==> src/rtl/ppm_encoder.sv <==
// Multi-channel CPPM transmitter: serialises NUM_CH 8-bit channel values into one
// PPM stream with active-high separator pulses, one frame every FRAME_TICKS clocks.
// Bus writes land in shadow registers; shadows are copied to the active set at
// frame start so a frame never changes mid-flight.
// Optional feature: define PPM_FAILSAFE_EN to substitute DEFAULT_VAL for every
// channel on frames that start while link_ok is low.
module ppm_encoder #(
  parameter int unsigned NUM_CH      = 6,
  parameter int unsigned FRAME_TICKS = 5100,
  parameter int unsigned SEP_TICKS   = 102,
  parameter int unsigned DEFAULT_VAL = 127
) (
  input  logic       clk_255kHz,
  input  logic       reset,
  input  logic       ch_wr_en,
  input  logic [2:0] ch_wr_addr,
  input  logic [7:0] ch_wr_data,
  input  logic       link_ok,
  output logic       ppm,
  output logic       frame_start
);

  typedef enum logic [1:0] {StPulse, StGap, StEndPulse, StSync} state_e;

  localparam logic [9:0]  SepLen    = 10'(SEP_TICKS);
  localparam logic [12:0] FrameLast = 13'(FRAME_TICKS - 1);
  localparam logic [2:0]  LastCh    = 3'(NUM_CH - 1);
  localparam logic [7:0]  DefVal    = 8'(DEFAULT_VAL);

  logic [12:0] frame_cnt_q, frame_cnt_d;
  logic        frame_start_q, frame_start_d;
  logic        ppm_q, ppm_d;
  state_e      state_q, state_d;
  logic [2:0]  ch_q, ch_d;
  logic [9:0]  tick_q, tick_d;
  logic [7:0]  shadow_q [NUM_CH];
  logic [7:0]  shadow_d [NUM_CH];
  logic [7:0]  active_q [NUM_CH];
  logic [7:0]  active_d [NUM_CH];

  logic        frame_zero;
  logic [7:0]  cur_val;
  logic [9:0]  gap_len;

  assign frame_zero = (frame_cnt_q == '0);

`ifndef PPM_FAILSAFE_EN
  logic unused_link_ok;
  assign unused_link_ok = link_ok;
`endif

  // Frame counter, frame_start pulse, shadow writes and frame-start copy.
  always_comb begin
    frame_cnt_d   = (frame_cnt_q == FrameLast) ? '0 : frame_cnt_q + 13'd1;
    frame_start_d = frame_zero;
    shadow_d      = shadow_q;
    active_d      = active_q;
    // Loop decode so out-of-range addresses simply match nothing.
    for (int i = 0; i < NUM_CH; i++) begin
      if (ch_wr_en && (ch_wr_addr == 3'(i))) shadow_d[i] = ch_wr_data;
    end
    // Copy reads shadow_q, so a write on this same cycle lands next frame.
    if (frame_zero) begin
      for (int i = 0; i < NUM_CH; i++) begin
`ifdef PPM_FAILSAFE_EN
        active_d[i] = link_ok ? shadow_q[i] : DefVal;
`else
        active_d[i] = shadow_q[i];
`endif
      end
    end
  end

  // Select the active value of the channel currently being timed.
  always_comb begin
    cur_val = active_q[0];
    for (int i = 0; i < NUM_CH; i++) begin
      if (ch_q == 3'(i)) cur_val = active_q[i];
    end
  end

  // Slot = 255 + value ticks; the gap is the slot minus the separator pulse.
  assign gap_len = 10'd255 + {2'b00, cur_val} - SepLen;

  // Channel FSM next state and registered ppm level.
  always_comb begin
    state_d = state_q;
    ch_d    = ch_q;
    tick_d  = tick_q + 10'd1;
    if (frame_zero) begin
      // Frame start always restarts channel 0, so ppm rises one tick later.
      state_d = StPulse;
      ch_d    = '0;
      tick_d  = '0;
    end else begin
      unique case (state_q)
        StPulse: begin
          if (tick_q == SepLen - 10'd1) begin
            state_d = StGap;
            tick_d  = '0;
          end
        end
        StGap: begin
          if (tick_q == gap_len - 10'd1) begin
            tick_d = '0;
            if (ch_q == LastCh) begin
              state_d = StEndPulse;
            end else begin
              state_d = StPulse;
              ch_d    = ch_q + 3'd1;
            end
          end
        end
        StEndPulse: begin
          if (tick_q == SepLen - 10'd1) begin
            state_d = StSync;
            tick_d  = '0;
          end
        end
        StSync: begin
          tick_d = tick_q;
        end
        default: begin
          state_d = StSync;
          tick_d  = '0;
        end
      endcase
    end
    // Suppressed on the frame_cnt==0 cycle so the post-reset PULSE state does not
    // raise ppm alongside frame_start.
    ppm_d = ((state_q == StPulse) || (state_q == StEndPulse)) && !frame_zero;
  end

  // State registers with synchronous active-high reset.
  always_ff @(posedge clk_255kHz) begin
    if (reset) begin
      frame_cnt_q   <= '0;
      frame_start_q <= 1'b0;
      ppm_q         <= 1'b0;
      state_q       <= StPulse;
      ch_q          <= '0;
      tick_q        <= '0;
      for (int i = 0; i < NUM_CH; i++) begin
        shadow_q[i] <= DefVal;
        active_q[i] <= DefVal;
      end
    end else begin
      frame_cnt_q   <= frame_cnt_d;
      frame_start_q <= frame_start_d;
      ppm_q         <= ppm_d;
      state_q       <= state_d;
      ch_q          <= ch_d;
      tick_q        <= tick_d;
      shadow_q      <= shadow_d;
      active_q      <= active_d;
    end
  end

  assign ppm         = ppm_q;
  assign frame_start = frame_start_q;

endmodule

==> config.mk <==
export PLATFORM = sky130hd
export DESIGN_NAME = ppm_encoder
export DESIGN_NICKNAME = d
export VERILOG_FILES = /design/src/rtl/ppm_encoder.sv
export SDC_FILE = /design/constraint.sdc
export NUM_CORES = 1
export LEC_CHECK = 0
export BUFFER_PORTS_ARGS = -buffer_cell sky130_fd_sc_hd__buf_2
export CELL_PAD_IN_SITES_DETAIL_PLACEMENT = 0
export CELL_PAD_IN_SITES_GLOBAL_PLACEMENT = 1
export CORE_MARGIN = 10
export CORE_UTILIZATION = 49
export CTS_BUF_LIST = sky130_fd_sc_hd__clkbuf_2
export CTS_CLUSTER_DIAMETER = 80
export DETAILED_ROUTE_END_ITERATION = 7
export PLACE_DENSITY_LB_ADDON = 0.1
export SYNTH_ARGS = -nofsm -noshare
export SYNTH_HDL_FRONTEND = slang
export SYNTH_SLANG_ARGS = --single-unit
==> constraint.sdc <==
create_clock -name clk_255kHz -period 4.4 [get_ports clk_255kHz]
set_clock_uncertainty 0.15 [all_clocks]
set_input_delay 0.44 -clock clk_255kHz [delete_from_list [all_inputs] [get_ports clk_255kHz]]
set_output_delay 0.44 -clock clk_255kHz [all_outputs]
set_load 0.05 [all_outputs]
# Word-level counts from Yosys, hierarchy flattened
# Cells that the tools add are included.
[totals]
register_bits = 126
latchBits = 0
ramBits = 0
mem_bits_ro = 0
inputBits = 15
output_inout_bits = 2
elab_cells = 75
n_memories = 0
[op_classes]
n_addsub = 6
n_mul = 0
n_div = 0
n_lt_le_gt_ge = 0
eq_ne = 19
shift = 0
mux = 13
bitwise = 1
reduce_logical = 18
[op_table]
columns = ["cell", "n"]
rows = [
  ["8-bit 2-to-1 mux", 5],
  ["10-bit 2-to-1 mux", 2],
  ["10-bit case mux with 2 select lines", 1],
  ["13-bit by 1-bit adder with 13-bit output (second input constant)", 1],
  ["13-bit equality test (second input constant)", 1],
  ["13-bit zero test", 1],
  ["3-bit by 2-bit equality test with 1-bit output (second input constant)", 4],
  ["3-bit equality test (second input constant)", 4],
  ["10-bit by 1-bit adder with 10-bit output (second input constant)", 1],
  ["10-bit equality test", 1],
  ["10-bit by 7-bit equality test with 1-bit output (second input constant)", 1],
  ["10-bit by 1-bit subtractor with 10-bit output (second input constant)", 1],
  ["9-bit by 7-bit subtractor with 10-bit output (second input constant)", 1],
  ["8-bit by 8-bit adder with 9-bit output (first input constant)", 1],
  ["2-bit 2-to-1 mux", 4],
  ["1-bit logical AND", 7],
  ["3-bit by 1-bit equality test with 1-bit output (second input constant)", 2],
  ["2-bit != test (second input constant)", 3],
  ["2-bit case mux with 3 select lines", 1],
  ["2-bit OR reduction", 3],
  ["2-bit equality test (second input constant)", 2],
  ["4-bit AND reduction", 1],
  ["3-bit by 1-bit adder with 3-bit output (second input constant)", 1],
  ["3-bit zero test", 1],
  ["other kinds (7)", 7],
]

# Logic depth before layout (Yosys ltp)
# Gate-level depths: netlist of the first run.
[logic_depth]
ltp_word = 12
depth_mapped = 15
mapped_depth_nobuf = 13

# Least setup slack after synthesis of the first run
# Ideal clock, no wire load.
[synth_path]
kind = "register to register"
start = "register ch_q[2]"
end = "register tick_q[2]"
setup_ns = 0.139
arrival_ns = 3.355
required_ns = 4.111
path_slack_ns = 0.756
stages_incl_launch_ff = 16
n_path_buf = 2
synth_period_minus_slack_ns = 3.644
cell_sequence = "dfxtp_1 buf_2 inv_1 ha_1 clkbuf_2 inv_1 nor2_1 a222oi_1 ha_1 xnor2_1 a2111oi_2 nand4b_1 nor3_2 nand3_1 o41ai_4 a211oi_1"
[synth_via]
elab_chain_cells = 12
word_cells_on_any_way = 16
cone_classes = "3 x add/sub; 6 x eq/ne; 7 x mux"
[synth_lines]
columns = ["item", "line", "text"]
rows = [
  ["from (decl)", "34", "logic [2:0] ch_q, ch_d;"],
  ["from (signal assigned)", "152", "ch_q <= ch_d;"],
  ["3-bit by 1-bit equality test with 1-bit output", "78", "if (ch_q == 3'(i)) cur_val = active_q[i];"],
  ["8-bit 2-to-1 mux (4 in a row)", "78", ""],
  ["8-bit 2-to-1 mux (*)", "78", ""],
  ["8-bit by 8-bit adder with 9-bit output (*)", "83", "assign gap_len = 10'd255 + {2'b00, cur_val} - SepLen;"],
  ["9-bit by 7-bit subtractor with 10-bit output (*)", "83", ""],
  ["10-bit by 1-bit subtractor with 10-bit output (*)", "104", "if (tick_q == gap_len - 10'd1) begin"],
  ["10-bit equality test (*)", "104", ""],
  ["10-bit 2-to-1 mux (*)", "104", ""],
  ["10-bit case mux with 2 select lines (*)", "96", "unique case (state_q)"],
  ["to (signal assigned)", "153", "tick_q <= tick_d;"],
  ["to (decl)", "35", "logic [9:0] tick_q, tick_d;"],
]
# Mark *: on every way between the ends. The rest lies on a longest branch, timed or not.
# A chain may end at the register's enable or synchronous reset.

# Final worst setup path of the first run
[layout_path]
start = "register ch_q[0]"
end = "register tick_q[9]"
# Same word-level chain as after synthesis.

==> results of run 1 <==
placed cells by master, fill, tap and decap left out, types with 5 or more instances in the layout:
master,n
nand2_1,197
dfxtp_1,126
nand3b_1,79
nor2_1,33
a21oi_1,32
clkbuf_2,23
inv_1,21
nor2b_1,20
xor2_1,15
ha_1,15
buf_2,15
nand3_1,14
o21ai_0,12
buf_4,11
xnor2_1,10
a211o_1,9
a211oi_1,9
and3_1,8
dlygate4sd3_1,8
nor3b_1,7
nor4_1,6
nand4_1,6
nand2b_1,5
layer usage:
metal / up-vias / part of all wire, % / track usage, %
met4: 0 / 1.3 / 5.690
met3: 18 / 2.4 / 4.110
li1: 2485 / - / -
met5: - / 0 / 0
met1: 2368 / 51 / 23.66
met2: 55 / 46 / 27.92
cells by family after synthesis:
kind of cell / Yosys count / synth area share (%)
AOI/OAI and AO/OA: 96 / 11.72
xor gates and xnor gates: 27 / 4.483
adders and majority gates: 15 / 3.128
buffers and inverters: 62 / 4.504
DFF: 126 / 42.04
muxes: 3 / 0.5004
and+or+nand+nor: 396 / 33.63
worst min-delay path, delay by kind of cell:
family | cells | cell delay [ns]
simple gates | 3 | 0.42
buf+inv | 1 | 0.12
worst max path at each step:
stage,startpoint,cells after the start,to,slack (ns)
after floorplan,ch_q[2],15,tick_q[2],0.76
after global placement,ch_q[0],14,tick_q[8],0.38
after detailed placement,ch_q[0],14,tick_q[8],0.34
after CTS,ch_q[0],14,tick_q[9],0.25
after global routing,ch_q[0],15,tick_q[7],0.04
final,ch_q[0],15,tick_q[9],0.31
power groups by stage:
stage / Combinational, W / Clock [W] / Sequential (W)
6_report: 0.000330 / 0.000674 / 0.00126
4_1_cts: 0.000332 / 0.000695 / 0.00126
5_1_grt: 0.000377 / 0.000734 / 0.00127
3_5_place_dp: 0.000326 / 0 / 0.00128
2_1_floorplan: 0.000241 / 0 / 0.00127
3_3_place_gp: 0.000319 / 0 / 0.00128
through the flow:
step	setup WS, ns	power (W)	cells	hold WS (ns)
floorplan	0.7561	0.001512	725	0.2758
global placement	0.3822	0.001603	856	0.2870
detailed placement	0.3363	0.001611	856	0.2939
CTS	0.2517	0.002289	894	0.08632
global route	0.04430	0.002382	895	0.09637
finish	0.3110	0.002266	895	0.1401
flip-flops by register name, summed over array words and instances, names as in the netlist:
name         cells
tick_q          10
state_q          2
active_q        48
ppm              1
shadow_q        48
frame_start      1
frame_cnt_q     13
ch_q             3
timing repair:
item | 4_1_cts | 5_1_grt
endpoints found under the setup margin | 0 | 8
setup buffers | 0 | 1
hold endpoints to repair | 48 | 0
gates resized for setup | 0 | 1
hold buffers | 8 | 0
area by class of cell:
class / instances / area (um2) / share of cell area (%)
clock buffers: 23 / 115.1 / 1.786
repair buffers: 34 / 237.7 / 3.688
multi-input cells: 537 / 3217 / 49.90
clock inverters: 7 / 91.34 / 1.417
flip-flops and latches: 126 / 2522 / 39.13
well taps: 147 / 183.9 / 2.853
inverters: 21 / 78.83 / 1.223
==> flow_summary.ini, run 1 <==
[run_status]
status = finished, final reports clean

[route]
vias = 4926
post_drt_wl_per_cell_um = 16.06
drt-total-wl_um = 14380
drc_errors = 0
drtPass1Iterations = 7
vias_per_cell = 5.504
drt_iter0_markers = 333
ant_nets = 0

[yosys]
synth_edf_count = 0
yosys.area.top_type = dfxtp_1
synthesis.nets = 755
yosysMostFrequentCell = nand2_1
synth_top_area_share_pct = 42.04
synth_area_leaders = dfxtp_1 42%, nand2_1 12%, nand3b_1 9.9%
synthFlopType = dfxtp_1
avgSynthCellArea_um2 = 8.277
synth_cell_types = 62
synthArstFlopShare_pct = 0
synth_common_cells = 197 x nand2_1, 126 x dfxtp_1, 79 x nand3b_1
yosys_warnings = 0
synth_area_um2 = 6001
yosysSeqAreaShare_pct = 42.04
syn_inst = 725
synth-seq-cells = 126

[sta]
setup_violations = 0
hold_viol = 0
tightest_slew_ns = 0.7976
finalMaxSlewViolations = 0
post-route-period-util_pct = 92.93
rsz0062_at_grt = false
max_freq_mhz = 244.6
slew_headroom_pct = 46.83
fin_setup_tns_ns = 0
period_needed_ns = 4.089

[power]
ir_worst_vdd_v = 0.0002144
internal_power_w = 0.001603
netSwitchingFraction_pct = 29.24
powerDensity_nw_per_um2 = 351.5
clkPwrFrac_pct = 29.8
p_sw_w = 0.0006624
comb_power_share_pct = 14.6
p_leak_nw = 2.733
seq_power_share_pct = 55.7

[cts]
numCtsBuffers = 17
cts-root-buf = clkbuf_2
htree_num_levels = 4
cts_tree = done
clock_path_buffers = 2
insertion_delay_ns = 0.71
clock-sinks = 126
cts.clk_slew.worst_paths_ns = 0.18

[floorplanning]
core_um2 = 12010
die_area_um2 = 17070
initial_core_util_pct = 49.96
boundaryPins = 17
die_h_um = 130.7
dieWidth_um = 130.7
rows = 40

[run]
maxCapViolations = 0

[global_routing]
grt_pass1_wl_um = 23760
grt_antenna_before_repair = 0
grt.overflow.total = 0
grt_max_degree = 100
grt_util_all_layers_pct = 17.78
grt_pass1_vias = 4660

[worst_setup_path]
r2r_cells = 15
path_buf_inv = 3
critPathSlowestCell = ha_1
r2r_end = tick_q[9]
critPathCaptureType = flip-flop
critPathRequiredTime_ns = 4.81
start_kind = flip-flop
reg2reg_slack_ns = 0.31
path_cells = inv_1 -> ha_1 -> nor2b_1 -> o32ai_1 -> a222oi_1 -> buf_4 -> ha_1 -> xnor2_1 -> a2111oi_2 -> nand4b_1 -> nor3_2 -> nand3_1 -> o41ai_4 -> buf_4 -> a211oi_1
worst_ep_arrival_time_ns = 4.50
critPathKind = flip-flop to flip-flop
slowest_delay_ns = 0.59
cpLargestDelayFamily = compound AO/OA/AOI/OAI gates
timing.rr.start = ch_q[0]
crit_path_max_fanout = 17

[placed_design]
dp_hpwl_um = 9878
dpl_cell_area_um2 = 6145
place.gp.congestion = 0.8626
io_buffers = 15

[finish]
final_util_pct = 53.67
stdcell_area_um2 = 6446
syn2layout_area_growth_pct = 7.423
nets = 767
drive_gt1_share_pct = 9.626
n_antenna_cell = 0
fillCellCount = 1164

[hold_path]
worstHoldPathCells = 4
hp-class = input pin to flip-flop
min_to = shadow_q[20]
min-delay-start = ch_wr_addr[0]
No activity file was read; power rests on OpenSTA's default activity.
==> run 2, diff against run 1 <==
--- a/config.mk
+++ b/config.mk
@@ -9,7 +9,7 @@
 export CELL_PAD_IN_SITES_DETAIL_PLACEMENT = 0
 export CELL_PAD_IN_SITES_GLOBAL_PLACEMENT = 1
 export CORE_MARGIN = 10
-export CORE_UTILIZATION = 49
+export CORE_UTILIZATION = 53
 export CTS_BUF_LIST = sky130_fd_sc_hd__clkbuf_2
 export CTS_CLUSTER_DIAMETER = 80
 export DETAILED_ROUTE_END_ITERATION = 7
==> constraint.sdc (replaced) <==
create_clock -name clk_255kHz -period 5.2 [get_ports clk_255kHz]
set_clock_uncertainty 0.15 [all_clocks]
set_input_delay 0.52 -clock clk_255kHz [delete_from_list [all_inputs] [get_ports clk_255kHz]]
set_output_delay 0.52 -clock clk_255kHz [all_outputs]
set_load 0.05 [all_outputs]
==> run 2 against run 1 <==
Compared with the run above:
- total power is 15% lower
- die area shrank 6.4%
- first-iteration DRC count grew 23%
- sequential share of layout area grew 0.29 points
- sequential cell count did not move
- final cell count fell by 1.3%
- core utilization grew 4.6 points
- worst hold slack gained 0.054 ns
- wire length down 0.67%
- register-to-register slack gained 0.44 ns
- via count up 0.73%
- largest cell class unchanged
==> flow_summary.ini, run 2 (same netlist as run 1, synthesis figures left out) <==
[power]
internal_power_w = 0.001351
powerDensity_nw_per_um2 = 301.5
p_sw_w = 0.0005781
comb_power_share_pct = 14.2
p_leak_nw = 2.698
seq_power_share_pct = 55.4
clkPwrFrac_pct = 30.4
netSwitchingFraction_pct = 29.97
ir_worst_vdd_v = 0.0002525

[sta]
max_freq_mhz = 224.6
slew_headroom_pct = 22.02
post-route-period-util_pct = 85.62
period_needed_ns = 4.452
setup_violations = 0
rsz0062_at_grt = false
hold_viol = 0
tightest_slew_ns = 1.165
finalMaxSlewViolations = 0
fin_setup_tns_ns = 0

[global_routing]
grt_pass1_wl_um = 23360
grt.overflow.total = 0
grt_util_all_layers_pct = 17.86
grt_pass1_vias = 4572
grt_max_degree = 101
grt_antenna_before_repair = 0

[floorplanning]
die_area_um2 = 15980
core_um2 = 10980
dieWidth_um = 126.4
rows = 38
boundaryPins = 17
initial_core_util_pct = 54.64
die_h_um = 126.4

[placed_design]
place.gp.congestion = 0.8435
io_buffers = 15
dp_hpwl_um = 9562
numPlacedInstances = 844

[route]
drt_iter0_markers = 411
ant_nets = 0
drc_errors = 0
post_drt_wl_per_cell_um = 16.17
vias_per_cell = 5.619
vias = 4962
drtPass1Iterations = 5
drt-total-wl_um = 14280

[finish]
nets = 761
syn2layout_area_growth_pct = 6.631
final_cells = 883
fillCellCount = 1034
layout_commonest_cell = nand2_1
largestRegisters = active_q x48, shadow_q x48, frame_cnt_q x13
final_cell_mix = 197 x nand2_1, 126 x dfxtp_1, 79 x nand3b_1
drive_gt1_share_pct = 8.883
n_antenna_cell = 0

[cts]
clock_path_buffers = 2
cts.clk_slew.worst_paths_ns = 0.20
cts-root-buf = clkbuf_2
post_cts_buffers = 0
htree_num_levels = 4
cts_tree = done
clock-sinks = 126
insertion_delay_ns = 0.72
numCtsBuffers = 17

[hold_path]
hp-class = input pin to flip-flop

[worst_setup_path]
critPathRequiredTime_ns = 5.63
worst_ep_arrival_time_ns = 4.88
start_kind = flip-flop
critPathKind = flip-flop to flip-flop
slowest_delay_ns = 0.66
crit_path_max_fanout = 23
critPathSlowestCell = a222oi_1
path_cells = inv_1 -> ha_1 -> nor3b_1 -> o32ai_1 -> a222oi_1 -> ha_1 -> xnor2_1 -> a2111oi_2 -> nand4b_1 -> nor3_2 -> nand3_1 -> o41ai_4 -> a211oi_1
cp_common_cell = ha_1
critPathCaptureType = flip-flop

[run_status]
status = finished, final reports clean

[run]
maxCapViolations = 0
[run 2: metrics by stage]
stage               util [%]  power (W)  area, um2  hold slack, ns  setup WS (ns)
finish                 58.26   0.001929       6399          0.1937         0.7479
global route           58.26   0.002030       6399          0.1745         0.4177
floorplan                  -   0.001279       6001          0.2758          1.556
detailed placement     55.53   0.001356       6098          0.2961         0.7964
global placement       55.53   0.001351       6098          0.2854         0.9838
CTS                    58.26   0.001941       6399          0.1681         0.7299
[run 2: power by group through the flow]
| stage | clock network (W) | logic [W] | registers [W] |
|---|---|---|---|
| 2_1_floorplan | 0 | 0.000204 | 0.00108 |
| 3_3_place_gp | 0 | 0.000265 | 0.00109 |
| 3_5_place_dp | 0 | 0.000270 | 0.00109 |
| 4_1_cts | 0.000599 | 0.000276 | 0.00107 |
| 5_1_grt | 0.000644 | 0.000311 | 0.00108 |
| 6_report | 0.000587 | 0.000274 | 0.00107 |
[run 2: path summary, 6_finish.rpt]
path / startpoint / endpoint / slack, ns / cells past startpoint
setup / recovery: ch_q[1] / tick_q[9] / 0.75 / 13
hold / removal: ch_wr_addr[0] / shadow_q[23] / 0.19 / 4
setup reg to reg: ch_q[1] / tick_q[9] / 0.75 / 13
hold reg to reg: active_q[31] / active_q[31] / 0.32 / 2
[run 2: final cells by class]
type | count | area, um2 | share of cell area, %
Clock buffer | 20 | 100.1 | 1.564
Multi-Input combinational cell | 537 | 3209 | 50.16
Timing Repair Buffer | 28 | 192.7 | 3.011
Sequential cell | 126 | 2522 | 39.42
Inverter | 21 | 78.83 | 1.232
Tap cell | 140 | 175.2 | 2.738
Clock inverter | 11 | 120.1 | 1.877
[run 2: repair_timing]
action / in CTS / in global routing
endpoints found under the hold margin: 44 / 0
hold buffers: 8 / 0
resized for setup: 0 / 0
[run 2: worst max-delay path: cells and delay by family (launching register included)]
family          cells  cell delay, ns
xor+xnor            1            0.15
simple gates        4            0.82
compound gates      5            1.70
flops               1            0.38
fa+ha+maj           2            1.01
buf+inv             1            0.08
[run 2: layer usage]
layer  up-vias  share of wire (%)  global-route usage [%]
li1       2482                  -                       -
met1      2374                 50                   24.53
met2        88                 45                   26.73
met3        18                3.9                   4.498
met4         0                1.2                   5.693
met5         -                  0                       0
